<file path="config.mk">
export PLATFORM = sky130hd
export DESIGN_NAME = insn_fetch_responder_flat
export DESIGN_NICKNAME = d
export VERILOG_FILES = /design/src/rtl/insn_fetch_responder_pkg.sv /design/src/rtl/insn_fetch_responder_if.sv /design/src/rtl/insn_fetch_responder_line_buf.sv /design/src/rtl/insn_fetch_responder.sv /design/src/flat_wrapper.sv
export SDC_FILE = /design/constraint.sdc
export NUM_CORES = 1
export LEC_CHECK = 0
export BUFFER_PORTS_ARGS = -buffer_cell sky130_fd_sc_hd__buf_2
export CORE_ASPECT_RATIO = 0.5
export CORE_MARGIN = 1
export CORE_UTILIZATION = 57
export CTS_CLUSTER_DIAMETER = 40
export DETAILED_ROUTE_END_ITERATION = 8
export HOLD_SLACK_MARGIN = 0.08
export PLACE_DENSITY = 0.8
export SYNTH_ARGS = -nofsm -noshare
export SYNTH_HDL_FRONTEND = slang
export SYNTH_SLANG_ARGS = --single-unit
export TNS_END_PERCENT = 10
</file>
<file path="constraint.sdc">
create_clock -name clk -period 3.4 [get_ports clk]
set_clock_uncertainty 0.15 [all_clocks]
set_input_delay 0.51 -clock clk [delete_from_list [all_inputs] [get_ports clk]]
set_output_delay 0.51 -clock clk [all_outputs]
set_load 0.03 [all_outputs]
</file>
<file path="src/rtl/insn_fetch_responder_pkg.sv">
// Shared types and address helpers for the instruction fetch responder.
package tachyon_ifetch_pkg;

  localparam int INSN_WIDTH = 32;
  // Address helpers work on a zero-extended word address; ADDR_WIDTH-2 must not exceed this.
  localparam int SPLIT_W    = 64;

  typedef enum logic [1:0] {
    IDLE = 2'd0,
    REQ  = 2'd1,
    FILL = 2'd2,
    RESP = 2'd3
  } fetch_state_e;

  function automatic int line_off_w(input int line_words);
    return $clog2(line_words);
  endfunction

  function automatic logic [SPLIT_W-1:0] line_tag(input logic [SPLIT_W-1:0] waddr,
                                                  input int off_w);
    return waddr >> off_w;
  endfunction

  function automatic logic [SPLIT_W-1:0] line_offset(input logic [SPLIT_W-1:0] waddr,
                                                     input int off_w);
    return waddr & ((SPLIT_W'(1) << off_w) - SPLIT_W'(1));
  endfunction

endpackage

</file>
<file path="src/rtl/insn_fetch_responder_if.sv">
// Fetch-side and memory-side handshake bundle of the instruction fetch responder.
interface insn_fetch_responder_if
  import tachyon_ifetch_pkg::*;
#(
  parameter int ADDR_WIDTH = 32,
  parameter int LINE_WORDS = 4
);
  localparam int OFF_W = line_off_w(LINE_WORDS);

  logic                           fetch_en;
  logic [ADDR_WIDTH-3:0]          fetch_addr;
  logic                           fetch_busy;
  logic                           fetch_insn_valid;
  logic [INSN_WIDTH-1:0]          fetch_insn;
  logic                           flush;
  logic                           mem_req_valid;
  logic                           mem_req_ready;
  logic [ADDR_WIDTH-3-OFF_W:0]    mem_req_addr;
  logic                           mem_rsp_valid;
  logic [INSN_WIDTH-1:0]          mem_rsp_data;

  modport slave (
    input  fetch_en, fetch_addr, flush, mem_req_ready, mem_rsp_valid, mem_rsp_data,
    output fetch_busy, fetch_insn_valid, fetch_insn, mem_req_valid, mem_req_addr
  );

  modport master (
    output fetch_en, fetch_addr, flush, mem_req_ready, mem_rsp_valid, mem_rsp_data,
    input  fetch_busy, fetch_insn_valid, fetch_insn, mem_req_valid, mem_req_addr
  );

endinterface

</file>
<file path="src/rtl/insn_fetch_responder_line_buf.sv">
// Single cached line: word array with one write port and a combinational read, plus tag/valid.
module fetch_line_buf
  import tachyon_ifetch_pkg::*;
#(
  parameter int LINE_WORDS = 4,
  parameter int OFF_W      = 2,
  parameter int TAG_W      = 28
)(
  input  logic                  clk,
  input  logic                  rst,
  input  logic                  we_i,
  input  logic [OFF_W-1:0]      widx_i,
  input  logic [INSN_WIDTH-1:0] wdata_i,
  input  logic [OFF_W-1:0]      ridx_i,
  output logic [INSN_WIDTH-1:0] rdata_o,
  input  logic                  tag_we_i,
  input  logic [TAG_W-1:0]      tag_i,
  input  logic                  tag_valid_i,
  input  logic                  inval_i,
  output logic [TAG_W-1:0]      tag_o,
  output logic                  valid_o
);

  logic [INSN_WIDTH-1:0] word_q [LINE_WORDS];
  logic [TAG_W-1:0]      tag_q;
  logic                  valid_q;

  always_ff @(posedge clk) begin
    if (we_i) word_q[widx_i] <= wdata_i;
    if (tag_we_i) tag_q <= tag_i;
  end

  // A tag write decides validity on its own; an invalidate only acts otherwise.
  always_ff @(posedge clk or posedge rst) begin
    if (rst)           valid_q <= 1'b0;
    else if (tag_we_i) valid_q <= tag_valid_i;
    else if (inval_i)  valid_q <= 1'b0;
  end

  assign rdata_o = word_q[ridx_i];
  assign tag_o   = tag_q;
  assign valid_o = valid_q;

endmodule

</file>
<file path="src/rtl/insn_fetch_responder.sv">
// One-line instruction responder: 1-cycle hits, valid/ready line request, beat-serial refill.
module insn_fetch_responder
  import tachyon_ifetch_pkg::*;
#(
  parameter int ADDR_WIDTH = 32,
  parameter int LINE_WORDS = 4
)(
  input  logic                  clk,
  input  logic                  rst,
  insn_fetch_responder_if.slave bus
);

  localparam int              WA_W      = ADDR_WIDTH - 2;
  localparam int              OFF_W     = line_off_w(LINE_WORDS);
  localparam int              TAG_W     = WA_W - OFF_W;
  localparam logic [OFF_W-1:0] LAST_BEAT = OFF_W'(LINE_WORDS - 1);

  fetch_state_e          state_q, state_d;
  logic [OFF_W-1:0]      beat_q, beat_d;
  logic                  flush_pend_q, flush_pend_d;
  logic                  req_valid_q, req_valid_d;
  logic [TAG_W-1:0]      req_addr_q, req_addr_d;
  logic [OFF_W-1:0]      off_q, off_d;
  logic                  insn_valid_q, insn_valid_d;
  logic [INSN_WIDTH-1:0] insn_q, insn_d;

  logic [TAG_W-1:0]      fetch_tag, buf_tag;
  logic [OFF_W-1:0]      fetch_off, rd_idx;
  logic [INSN_WIDTH-1:0] rd_word;
  logic                  buf_valid, hit;
  logic                  buf_we, tag_we, tag_valid, inval;

  assign fetch_tag = TAG_W'(line_tag(SPLIT_W'(bus.fetch_addr), OFF_W));
  assign fetch_off = OFF_W'(line_offset(SPLIT_W'(bus.fetch_addr), OFF_W));
  // A same-cycle flush forces a miss so the fetch never sees the line being invalidated.
  assign hit       = buf_valid && (buf_tag == fetch_tag) && !bus.flush;
  assign rd_idx    = (state_q == IDLE) ? fetch_off : off_q;

  fetch_line_buf #(
    .LINE_WORDS(LINE_WORDS),
    .OFF_W     (OFF_W),
    .TAG_W     (TAG_W)
  ) u_line (
    .clk        (clk),
    .rst        (rst),
    .we_i       (buf_we),
    .widx_i     (beat_q),
    .wdata_i    (bus.mem_rsp_data),
    .ridx_i     (rd_idx),
    .rdata_o    (rd_word),
    .tag_we_i   (tag_we),
    .tag_i      (req_addr_q),
    .tag_valid_i(tag_valid),
    .inval_i    (inval),
    .tag_o      (buf_tag),
    .valid_o    (buf_valid)
  );

  always_comb begin
    state_d      = state_q;
    beat_d       = beat_q;
    flush_pend_d = flush_pend_q;
    req_valid_d  = req_valid_q;
    req_addr_d   = req_addr_q;
    off_d        = off_q;
    insn_valid_d = 1'b0;
    insn_d       = insn_q;
    buf_we       = 1'b0;
    tag_we       = 1'b0;
    tag_valid    = 1'b0;
    inval        = 1'b0;
    case (state_q)
      IDLE: begin
        inval = bus.flush;
        if (bus.fetch_en) begin
          if (hit) begin
            insn_valid_d = 1'b1;
            insn_d       = rd_word;
          end else begin
            state_d     = REQ;
            req_valid_d = 1'b1;
            req_addr_d  = fetch_tag;
            off_d       = fetch_off;
          end
        end
      end
      REQ: begin
        if (bus.flush) flush_pend_d = 1'b1;
        if (bus.mem_req_ready) begin
          req_valid_d = 1'b0;
          beat_d      = '0;
          state_d     = FILL;
        end
      end
      FILL: begin
        if (bus.flush) flush_pend_d = 1'b1;
        if (bus.mem_rsp_valid) begin
          buf_we = 1'b1;
          beat_d = beat_q + 1'b1;
          if (beat_q == LAST_BEAT) begin
            tag_we    = 1'b1;
            tag_valid = ~(flush_pend_q | bus.flush);
            state_d   = RESP;
          end
        end
      end
      RESP: begin
        inval        = bus.flush;
        insn_valid_d = 1'b1;
        insn_d       = rd_word;
        flush_pend_d = 1'b0;
        state_d      = IDLE;
      end
      default: state_d = IDLE;
    endcase
  end

  always_ff @(posedge clk or posedge rst) begin
    if (rst) begin
      state_q      <= IDLE;
      beat_q       <= '0;
      flush_pend_q <= 1'b0;
      req_valid_q  <= 1'b0;
      req_addr_q   <= '0;
      insn_valid_q <= 1'b0;
      insn_q       <= '0;
    end else begin
      state_q      <= state_d;
      beat_q       <= beat_d;
      flush_pend_q <= flush_pend_d;
      req_valid_q  <= req_valid_d;
      req_addr_q   <= req_addr_d;
      insn_valid_q <= insn_valid_d;
      insn_q       <= insn_d;
    end
  end

  always_ff @(posedge clk) off_q <= off_d;

  assign bus.fetch_busy       = (state_q != IDLE);
  assign bus.fetch_insn_valid = insn_valid_q;
  assign bus.fetch_insn       = insn_q;
  assign bus.mem_req_valid    = req_valid_q;
  assign bus.mem_req_addr     = req_addr_q;

endmodule

</file>
<file path="src/flat_wrapper.sv">
// flat-port wrapper written by rule: the top's interface ports become plain ports
module insn_fetch_responder_flat import tachyon_ifetch_pkg::*;
#(
  parameter int ADDR_WIDTH = 32,
  parameter int LINE_WORDS = 4
)
  (clk, rst, bus_fetch_en, bus_fetch_addr, bus_flush, bus_mem_req_ready, bus_mem_rsp_valid, bus_mem_rsp_data, bus_fetch_busy, bus_fetch_insn_valid, bus_fetch_insn, bus_mem_req_valid, bus_mem_req_addr);
  insn_fetch_responder_if #(.ADDR_WIDTH(ADDR_WIDTH), .LINE_WORDS(LINE_WORDS)) bus_i ();
  input  logic clk;
  input  logic rst;
  input wire logic [$bits(bus_i.fetch_en)-1:0] bus_fetch_en;
  input wire logic [$bits(bus_i.fetch_addr)-1:0] bus_fetch_addr;
  input wire logic [$bits(bus_i.flush)-1:0] bus_flush;
  input wire logic [$bits(bus_i.mem_req_ready)-1:0] bus_mem_req_ready;
  input wire logic [$bits(bus_i.mem_rsp_valid)-1:0] bus_mem_rsp_valid;
  input wire logic [$bits(bus_i.mem_rsp_data)-1:0] bus_mem_rsp_data;
  output wire logic [$bits(bus_i.fetch_busy)-1:0] bus_fetch_busy;
  output wire logic [$bits(bus_i.fetch_insn_valid)-1:0] bus_fetch_insn_valid;
  output wire logic [$bits(bus_i.fetch_insn)-1:0] bus_fetch_insn;
  output wire logic [$bits(bus_i.mem_req_valid)-1:0] bus_mem_req_valid;
  output wire logic [$bits(bus_i.mem_req_addr)-1:0] bus_mem_req_addr;
  assign bus_i.fetch_en = bus_fetch_en;
  assign bus_i.fetch_addr = bus_fetch_addr;
  assign bus_i.flush = bus_flush;
  assign bus_i.mem_req_ready = bus_mem_req_ready;
  assign bus_i.mem_rsp_valid = bus_mem_rsp_valid;
  assign bus_i.mem_rsp_data = bus_mem_rsp_data;
  assign bus_fetch_busy = bus_i.fetch_busy;
  assign bus_fetch_insn_valid = bus_i.fetch_insn_valid;
  assign bus_fetch_insn = bus_i.fetch_insn;
  assign bus_mem_req_valid = bus_i.mem_req_valid;
  assign bus_mem_req_addr = bus_i.mem_req_addr;
  insn_fetch_responder #(.ADDR_WIDTH(ADDR_WIDTH), .LINE_WORDS(LINE_WORDS)) u_core (.clk(clk), .rst(rst), .bus(bus_i));
endmodule
</file>
## Word level (Yosys, flattened, before mapping)

Memory sizes are Yosys's and may differ from the RTL's.
Cells that the tools add are included.

- Add/subtract/negate cells: 1
- Eq/ne operators: 12
- Muxes and demuxes: 35
- Bitwise gates (word level): 3
- Reduce and logical (&&, ||, !) cells: 18

Operators with widths:

| operator | number |
|---|---|
| $mux W32 | 2 |
| $pmux W32 S2 | 1 |
| $eq A28 B28 Y1 | 1 |
| $mux W1 | 19 |
| $mux W2 | 8 |
| $reduce_bool A2 Y1 | 6 |
| $reduce_and A3 Y1 | 3 |
| $ne A2 B2 Y1 const B | 4 |
| $pmux W2 S4 | 1 |
| $eq A2 B2 Y1 const B | 3 |
| $ne A2 B1 Y1 const B | 3 |
| $pmux W1 S2 | 3 |
| $reduce_and A5 Y1 | 1 |
| $pmux W2 S2 | 1 |
| $reduce_and A4 Y1 | 1 |
| $reduce_or A2 Y1 | 2 |
| $add A2 B1 Y2 const B | 1 |
| $eq A2 B1 Y1 const B | 1 |
| $logic_and A1 B1 Y1 | 2 |
| $logic_not A2 Y1 | 1 |
| $not A1 Y1 | 2 |
| $reduce_and A2 Y1 | 1 |
| $logic_not A1 Y1 | 1 |
| $or A1 B1 Y1 | 1 |

- Bits in registers: 98
- Bits in writable memories: 128
- Output and inout port bits: 63
- Word-level logic and storage cells: 80
- Memories: 1

Memories:

| memory | depth | bits a word | read ports | clocked after Yosys merged registers in | wr ports | line | text |
|---|---|---|---|---|---|---|---|
| u_core.u_line.word_q | 4 | 32 | 1 | 0 | 1 | insn_fetch_responder_line_buf.sv:24 | `logic [INSN_WIDTH-1:0] word_q [LINE_WORDS];` |

## Depth between registers and ports, before layout

Gate-level depths: netlist of run 1.

- Depth in word-level cells: 6
- Gate-level depth with buffers: 8

## Modules after synthesis

A second synthesis of run 1 with hierarchy kept.

- Cells, all modules: 431
- Area, all modules: 8765.9 um^2

By module, submodules not included:

| module | instances | cells an instance | area each (um^2) |
|---|---|---|---|
| fetch_line_buf | 1 | 205 | 5572.8 |
| insn_fetch_responder | 1 | 226 | 3193.1 |

## Least setup slack after synthesis of run 1

No wires, ideal clock.

- Path type: register to register
- From: register u_core.state_q[1]
- To: register u_core.insn_q[0] (netlist: u_core.bus.fetch_insn[0])
- Setup time: 125 ps
- Data arrival time: 2265 ps
- Required time: 3125 ps
- Slack: 860 ps
- Stages on the path, launching flop included: 8
- Clock period less this slack: 2540 ps
- Path through: dfrtp_1 -> inv_1 -> ha_1 -> buf_2 -> mux2i_1 -> buf_4 -> mux4_2 -> mux2_4

- Longest elaborated chain between the ends: 6

Ends and longest elaborated chain:

| element | line | text |
|---|---|---|
| from (decl) | insn_fetch_responder.sv:18 | `fetch_state_e state_q, state_d;` |
| from (signal assigned) | insn_fetch_responder.sv:128 | `state_q <= state_d;` |
| $logic_not A2 Y1 | insn_fetch_responder.sv:37, insn_fetch_responder.sv:72 |  |
| $mux W2 | insn_fetch_responder.sv:37 | `assign rd_idx = (state_q == IDLE) ? fetch_off : off_q;` |
| $mem_v2 Z4 W32 | n/a |  |
| $mux W32 | insn_fetch_responder.sv:76 | `if (hit) begin` |
| $mux W32 | insn_fetch_responder.sv:75 | `if (bus.fetch_en) begin` |
| $pmux W32 S2 | insn_fetch_responder.sv:72 | `case (state_q)` |
| to (signal assigned) | insn_fetch_responder.sv:134 | `insn_q <= insn_d;` |
| to (decl) | insn_fetch_responder.sv:25 | `logic [INSN_WIDTH-1:0] insn_q, insn_d;` |

Several ways; a longest one is shown, not always the timed one. The select of a mux whose other input is x is not followed.
A chain may end at the register's enable or synchronous reset.

## Worst setup path in the final report of run 1

- From: register u_core.state_q[1]
- To: register u_core.insn_q[2] (netlist: u_core.bus.fetch_insn[2])

Same word-level chain as after synthesis.

==> impl_results.md, run 1 <==
- Areal power density over the cells: 870 mW/mm^2
- Crit-path max FO: 32
- Cells after synthesis: 441
- Part of the power in registers: 0.424
- Final worst setup slack: 0.528 ns
- TritonCTS clock tree: done
- Deepest level of the CTS H-tree: 1
- Design internal power: 6.27 mW
- CP Launch Type: flip-flop
- Top achievable clock speed: 348 MHz
- Proportion of register bits with asynchronous set or reset after synthesis: 0.301
- Clock share of power: 0.235
- Number of DRC markers after the initial detailed-route iteration: 262
- Inserted Diodes: 0
- Worst flop-to-flop path endpoint: u_core.bus.fetch_insn[2]$_DFFE_PP0P_
- Slew at the pin closest to its max-slew limit: 1.12 ns
- Required @ worst endpoint: 3.63 ns
- Number of buffers inserted to repair setup after CTS: 0
- Worst reg2reg setup slack: 0.53 ns
- Switching power: 3.11 mW
- Count of final setup violators: 0
- Total leakage power: 4.17 nW
- Antenna violations before repair: 0
- Origin of the critical flop-to-flop path: u_core.state_q[1]$_DFFE_PP0P_
- Net count reported at finish: 694
- Core Footprint: 0.0148 mm^2
- Distinct cell type count after synthesis: 37
- Total clock buffers created by CTS: 20
- Final Hold Vio Count: 0
- Port-buffer cells: 130
- Min Tclk post-route: 2.87 ns
- Total area of multi-input combinational cells: 0.00234 mm^2
- Startpoint-to-endpoint class of the critical path: reg -> reg
- Data arrival time of the worst path: 3.10 ns
- Initial core utilization: 0.599
- Clock sink count: 226
- Simple-gate area share of the yosys netlist: 0.0248
- Post-Layout Cell Count: 829
- Yosys warning count: 0
- Worst-case clock buffer depth: 3
- Total gr overflow: 0
- Crit path capture type: flip-flop
- First-pass iteration count of the detailed router: 4
- Vertical die dimension: 90.2 um
- Hold EP: u_core.u_line.word_q[1][3]$_DFFE_PP_
- Synthesized-area fraction occupied by xor and xnor cells: 0.0257
- Relative slew margins: 0.250
- Vias after detailed routing: 4,574
- Synth-to-layout area growth: 21.4%
- Area share of fa/ha/maj cells after synthesis: 0.0113
- Summed instance area of the synthesized netlist: 0.00887 mm^2
- Hold Crit Start: bus_mem_rsp_data[3]
- Combinational family with the most area after synthesis: multiplexers
- Half-perimeter wire length after placement: 10,300 um
- Die area: 0.0161 mm^2
- Portion of netlist area occupied by mux cells: 0.177
- Worst hold stages: 1
- Filler cell count: 904
- Worst-case setup slack after placement: 0.542 ns
- Accumulated negative setup slack: 0 ns
- I/O Pins: 131
- Combinational fraction of design power: 0.341
- First-pass GRT wire length: 26,600 um
- Total wire length: 16,800 um
- Reg2reg path depth: 7
- All-layer global routing usage: 0.220
- Synthesized Nets: 517
- Vias in the first global route: 4,843
- Std cell rows: 31
- Final Core Density: 0.727
- Routability Congestion: 0.802
- Proportion of layout cells with a drive suffix above 1: 0.426
- Per-cell routed wire length: 20.3 um
- Result of the run: finished, final reports clean
- Number of placed cells counting well taps: 762
- Count of final max-slew check failures: 0
- MaxCap Viol Count: 0
- Commonest cells after routing, fill and taps aside: edfxtp_1, buf_2, dfrtp_1, mux2_4
- Clock-pin slew reported for the worst setup and hold paths after clock tree synthesis: 0.07 ns
- Routed via count divided by cell count: 5.52
- Horizontal die dimension: 178 um
- Portion of the post-synthesis area used by sequential elements: 0.726
- ANT nets after route: 0
- Flip-flop and latch count after synthesis: 226
- Clock latency on the worst-skew pair: 0.51 ns
- Final cycle utilization of the critical path: 0.845
- Synth Area in Compound Gates: 0.0188
- Leading register cell type out of synthesis: edfxtp_1
- Switching power as a share of total power: 0.331
- VDD IR-drop max: 443 uV
- Average size of a mapped cell: 20.1 um^2
- RSZ-0062 raised after global routing: no
- Class of the tightest hold or removal check: in -> reg
- Largest net degree at the start of global routing: 41
- Combined flip-flop and latch cell area: 0.00645 mm^2
- Most common cell after layout, fill and taps aside: edfxtp_1
- Worst Hold Margin: 0.0981 ns
- Count of flip-flops with a built-in enable after synthesis: 158
- Root cell of the clock tree: clkbuf_16
- Detailed-route DRC error count: 0
-- synth_stat cells, drive strengths merged, types with 2 or more instances --
cell type / instances / area (um^2)
inv: 9 / 33.8
and3: 5 / 31.3
mux2: 60 / 822
o21ai: 6 / 30.0
a31oi: 3 / 18.8
nand4: 6 / 37.5
a22o: 2 / 17.5
nor4: 2 / 27.5
nor2: 7 / 26.3
clkbuf: 5 / 18.8
a21oi: 3 / 15.0
buf: 10 / 88.8
mux4: 32 / 721
edfxtp: 158 / 4740
nand2: 8 / 30.0
dfrtp: 68 / 1700
nand3: 5 / 25.0
nor2b: 3 / 18.8
ha: 8 / 100
xnor2: 26 / 228
mux2i: 3 / 30.0
-- power groups by stage --
| stage | Sequential [mW] | Clock, mW | Combinational, mW |
|---|---|---|---|
| final | 3.97 | 2.20 | 3.20 |
| after global routing | 4.04 | 2.37 | 3.41 |
| after CTS | 3.98 | 2.25 | 3.24 |
| after detailed placement | 4.02 | 0 | 3.19 |
| after global placement | 3.98 | 0 | 3.12 |
| after floorplan | 4.69 | 0 | 1.62 |
-- worst max-delay path, cell delays in order (launching register included) --
cell and delay [ns]:
dfrtp_1 0.42, inv_1 0.13, ha_1 0.40, nand2_1 0.23, nor4_1 0.51, a32oi_4 0.15
buf_4 0.35, mux2_4 0.38
-- area by class of cell --
cell class / instances / area share
multi-input combinational: 191 / 0.218
inverter: 9 / 0.00325
clock inverter: 6 / 0.00755
sequential: 226 / 0.598
tap: 198 / 0.0230
clock buffer: 29 / 0.0524
timing repair buffer: 170 / 0.0980
-- repair_timing --
action / in CTS / in global routing
gates resized for setup: 0 / 0
hold buffers: 32 / 0
setup endpoints to repair: 0 / 0
endpoints found under the hold margin: 162 / 0
-- metrics by stage --
step	cell area, um^2	power (mW)
finish	10800	9.37
global route	10800	9.81
CTS	10800	9.46
detailed placement	9810	7.21
global placement	9810	7.10
floorplan	8870	6.31
-- kinds of logic (layout without fill, tap and decap cells) --
group / after synthesis / after routing
AOI/OAI and AO/OA: 23 / 23
muxes: 95 / 95
buffers and inverters: 24 / 214
adders and majority gates: 8 / 8
xor gates and xnor gates: 26 / 26
DFF: 226 / 226
and+or+nand+nor: 39 / 39
-- metal layers --
metal  global-route usage  vias to the layer above  share of wire
met2                0.359                      143           0.48
met1                0.306                     2322           0.44
met4               0.0621                        0          0.020
met3               0.0427                       30          0.056
li1                     -                     2079              -
met5                    0                        -              0
-- worst max-delay path by stage --
stage                                             start                                       to  depth (start not counted)
final                     u_core.state_q[1]$_DFFE_PP0P_     u_core.bus.fetch_insn[2]$_DFFE_PP0P_                          7
after global routing      u_core.state_q[1]$_DFFE_PP0P_     u_core.bus.fetch_insn[2]$_DFFE_PP0P_                          7
after CTS                 u_core.state_q[1]$_DFFE_PP0P_     u_core.bus.fetch_insn[2]$_DFFE_PP0P_                          7
after detailed placement  u_core.state_q[1]$_DFFE_PP0P_    u_core.bus.fetch_insn[24]$_DFFE_PP0P_                          7
after global placement    u_core.state_q[1]$_DFFE_PP0P_  u_core.bus.mem_req_addr[16]$_DFFE_PP0P_                          5
after floorplan           u_core.state_q[1]$_DFFE_PP0P_     u_core.bus.fetch_insn[0]$_DFFE_PP0P_                          7
-- flip-flops by register name, summed over array words and instances, names as in the netlist --
signal                       flops
u_core.u_line.word_q           128
u_core.bus.fetch_insn           32
u_core.bus.mem_req_addr         28
u_core.u_line.tag_o             28
u_core.beat_q                    2
u_core.off_q                     2
u_core.state_q                   2
u_core.bus.fetch_insn_valid      1
u_core.bus.mem_req_valid         1
u_core.flush_pend_q              1
u_core.u_line.valid_o            1
(Power assumes the default switching activity.)
==> inputs of run 2 (changes only) <==
==> constraint.sdc (replaced) <==
create_clock -name clk -period 3 [get_ports clk]
set_clock_uncertainty 0.15 [all_clocks]
set_input_delay 0.45 -clock clk [delete_from_list [all_inputs] [get_ports clk]]
set_output_delay 0.45 -clock clk [all_outputs]
set_load 0.03 [all_outputs]
==> run 2 against run 1 <==
  * Register-to-register slack lost 0.27 ns
  * Count of clock-buffer cells in the layout fell by 4
  * Final cell count rose by 4.5%
  * Maximum frequency up 4.8%
  * Critical endpoint is now u_core.bus.fetch_insn[9]$_DFFE_PP0P_
  * Non-clock buffer count increased by 36
  * Largest cell class unchanged
  * Global-route usage is 0.35 points lower
  * Core utilization is 2.6 points higher
  * Sequential share of layout area decreased by 2.0 points
  * Final area is 3.5% higher
  * Combinational power increased by 17%
  * Die area did not move
  * Largest power group unchanged
==> impl_results.md, run 2 (same netlist as run 1, synthesis figures left out) <==
- Result of the run: finished, final reports clean
- Number of flip-flops in the largest register: 128 (unchanged)
- Switching power: 3.54 mW (+14%)
- Vertical die dimension: 90.2 um (unchanged)
- Combinational fraction of design power: 0.351 (+0.010)
- Half-perimeter wire length after placement: 9970 um (-3.4%)
- Initial core utilization: 0.599 (unchanged)
- Number of DRC markers after the initial detailed-route iteration: 258 (-1.5%)
- First-pass GRT wire length: 26,500 um (-0.21%)
- Deepest level of the CTS H-tree: 1 (unchanged)
- Design internal power: 7.12 mW (+14%)
- RSZ-0062 raised after global routing: no
- Vias in the first global route: 4,969 (+2.6%)
- Net count reported at finish: 730 (+5.2%)
- Commonest cells after routing, fill and taps aside: edfxtp_1, buf_2, dfrtp_1, dlygate4sd3_1, mux2_4
- Crit path max-delay cell type: nor4_1
- Root cell of the clock tree: clkbuf_16
- Cell family contributing the most delay on the critical path: simple AND/OR/NAND/NOR gates
- First-pass iteration count of the detailed router: 5 (+1)
- Areal power density over the cells: 955 mW/mm^2 (+9.8%)
- Clock share of power: 0.229 (-0.006)
- Startpoint-to-endpoint class of the critical path: reg -> reg
- Required @ worst endpoint: 3.24 ns (-0.39 ns)
- Accumulated negative setup slack: 0 ns (unchanged)
- Filler cell count: 849 (-6.1%)
- Die area: 0.0161 mm^2 (unchanged)
- Vias after detailed routing: 4,770 (+4.3%)
- TritonCTS clock tree: done
- Top achievable clock speed: 365 MHz (+4.8%)
- Clock sink count: 226 (unchanged)
- Cells traversed along the worst timing path: inv_1 > ha_1 > nand2_1 > nor4_1 > a32oi_4 > buf_12 > mux2_4
- Worst-case clock buffer depth: 3 (unchanged)
- Final cycle utilization of the critical path: 0.913 (+0.0684)
- Worst Hold Margin: 0.113 ns (+0.0148 ns)
- Crit-path max FO: 32 (unchanged)
- Relative slew margins: 0.509 (+0.259)
- Largest net degree at the start of global routing: 37 (-9.8%)
- Switching power as a share of total power: 0.332 (+0.000826)
- Synth-to-layout area growth: 25.7%
- Class of the tightest hold or removal check: in -> reg
- Count of final setup violators: 0 (unchanged)
- Std cell rows: 31 (unchanged)
- I/O Pins: 131 (unchanged)
- Inserted Diodes: 0 (unchanged)
- Worst Path Buf+Inv: 2 (unchanged)
- Routed via count divided by cell count: 5.51 (-0.17%)
- Routability Congestion: 0.852 (+6.1%)
- Most common cell after layout, fill and taps aside: edfxtp_1
- Count of final max-slew check failures: 0 (unchanged)
- CTS-repair resized insts: 0 (unchanged)
- Clock latency on the worst-skew pair: 0.50 ns (about the same)
- VDD IR-drop max: 495 uV (+12%)
- Total clock buffers created by CTS: 20 (unchanged)
- Slew at the pin closest to its max-slew limit: 0.736 ns (-0.388 ns)
- Proportion of layout cells with a drive suffix above 1: 0.410 (-0.0161)
- Min Tclk post-route: 2.74 ns (-0.133 ns)
- Per-cell routed wire length: 19.6 um (-3.2%)
- MaxCap Viol Count: 0 (unchanged)
- Data arrival time of the worst path: 2.97 ns (-0.13 ns)
- Horizontal die dimension: 178 um (unchanged)
- Part of the power in registers: 0.420 (-0.004)
- Total gr overflow: 0 (unchanged)
- Port-buffer cells: 130 (unchanged)
- Total leakage power: 4.34 nW (+4.1%)
- Antenna violations before repair: 0 (unchanged)
- Detailed-route DRC error count: 0 (unchanged)
- ANT nets after route: 0 (unchanged)
- Clock-pin slew reported for the worst setup and hold paths after clock tree synthesis: 0.07 ns (about the same)
- CP Launch Type: flip-flop
- Core Footprint: 0.0148 mm^2 (unchanged)
- All-layer global routing usage: 0.217 (-0.00348)
- Top reg by flops: u_core.u_line.word_q
- Final Hold Vio Count: 0 (unchanged)
- Crit path capture type: flip-flop
- Total wire length: 17,000 um (+1.1%)
- Worst path max stage delay: 0.52 ns (about the same)
[run 2: routing by layer]
layer	up-vias	wire length, um	GRT usage
met5	-	0	0
met4	0	389	0.0650
met3	32	1210	0.0474
met2	177	8170	0.358
met1	2404	7220	0.291
li1	2157	-	-
[run 2: through the flow]
step / total power, mW / worst slack (ns) / instances / instance area [um^2] / utilization
after detailed placement: 8.21 / 0.295 / 767 / 9910 / 0.669
after floorplan: 7.15 / 0.460 / 441 / 8870 / -
final: 10.7 / 0.261 / 866 / 11200 / 0.753
after global placement: 8.09 / 0.397 / 767 / 9910 / 0.669
after CTS: 10.7 / 0.284 / 866 / 11200 / 0.753
after global routing: 11.1 / 0.0920 / 866 / 11200 / 0.753
[run 2: repair_timing]
| action | in CTS | in global routing |
|---|---|---|
| setup buffers | 0 | 0 |
| hold buffers | 63 | 0 |
| hold endpoints to repair | 193 | 0 |
[run 2: layout make-up]
type                            count  area, um^2  share of cell area
Sequential cell                   226        6450               0.578
Multi-Input combinational cell    191        2340               0.210
Timing Repair Buffer              206        1470               0.131
Clock buffer                       25         529              0.0474
Tap cell                          198         248              0.0222
Clock inverter                     11        86.3             0.00774
Inverter                            9        35.0             0.00314
[run 2: power groups by stage]
stage	clock [mW]	combinational (mW)	sequential [mW]
after global placement	0	3.60	4.49
after global routing	2.60	3.96	4.55
after floorplan	0	1.84	5.31
after detailed placement	0	3.68	4.53
after CTS	2.48	3.76	4.47
final	2.44	3.74	4.48
[run 2: worst paths after layout]
check                                                        start                                       to  slack (ns)  depth (start not counted)
setup / recovery                     u_core.state_q[1]$_DFFE_PP0P_     u_core.bus.fetch_insn[9]$_DFFE_PP0P_        0.26                          7
hold / removal                                  bus_fetch_addr[16]  u_core.bus.mem_req_addr[14]$_DFFE_PP0P_        0.11                          2
setup reg to reg                     u_core.state_q[1]$_DFFE_PP0P_     u_core.bus.fetch_insn[9]$_DFFE_PP0P_        0.26                          7
hold reg to reg            u_core.bus.mem_req_addr[20]$_DFFE_PP0P_        u_core.u_line.tag_o[20]$_DFFE_PP_        0.31                          0
max in group asynchronous                                      rst     u_core.bus.fetch_insn[1]$_DFFE_PP0P_        1.59                          4
min in group asynchronous                                      rst   u_core.bus.mem_req_addr[9]$_DFFE_PP0P_        0.44                          3
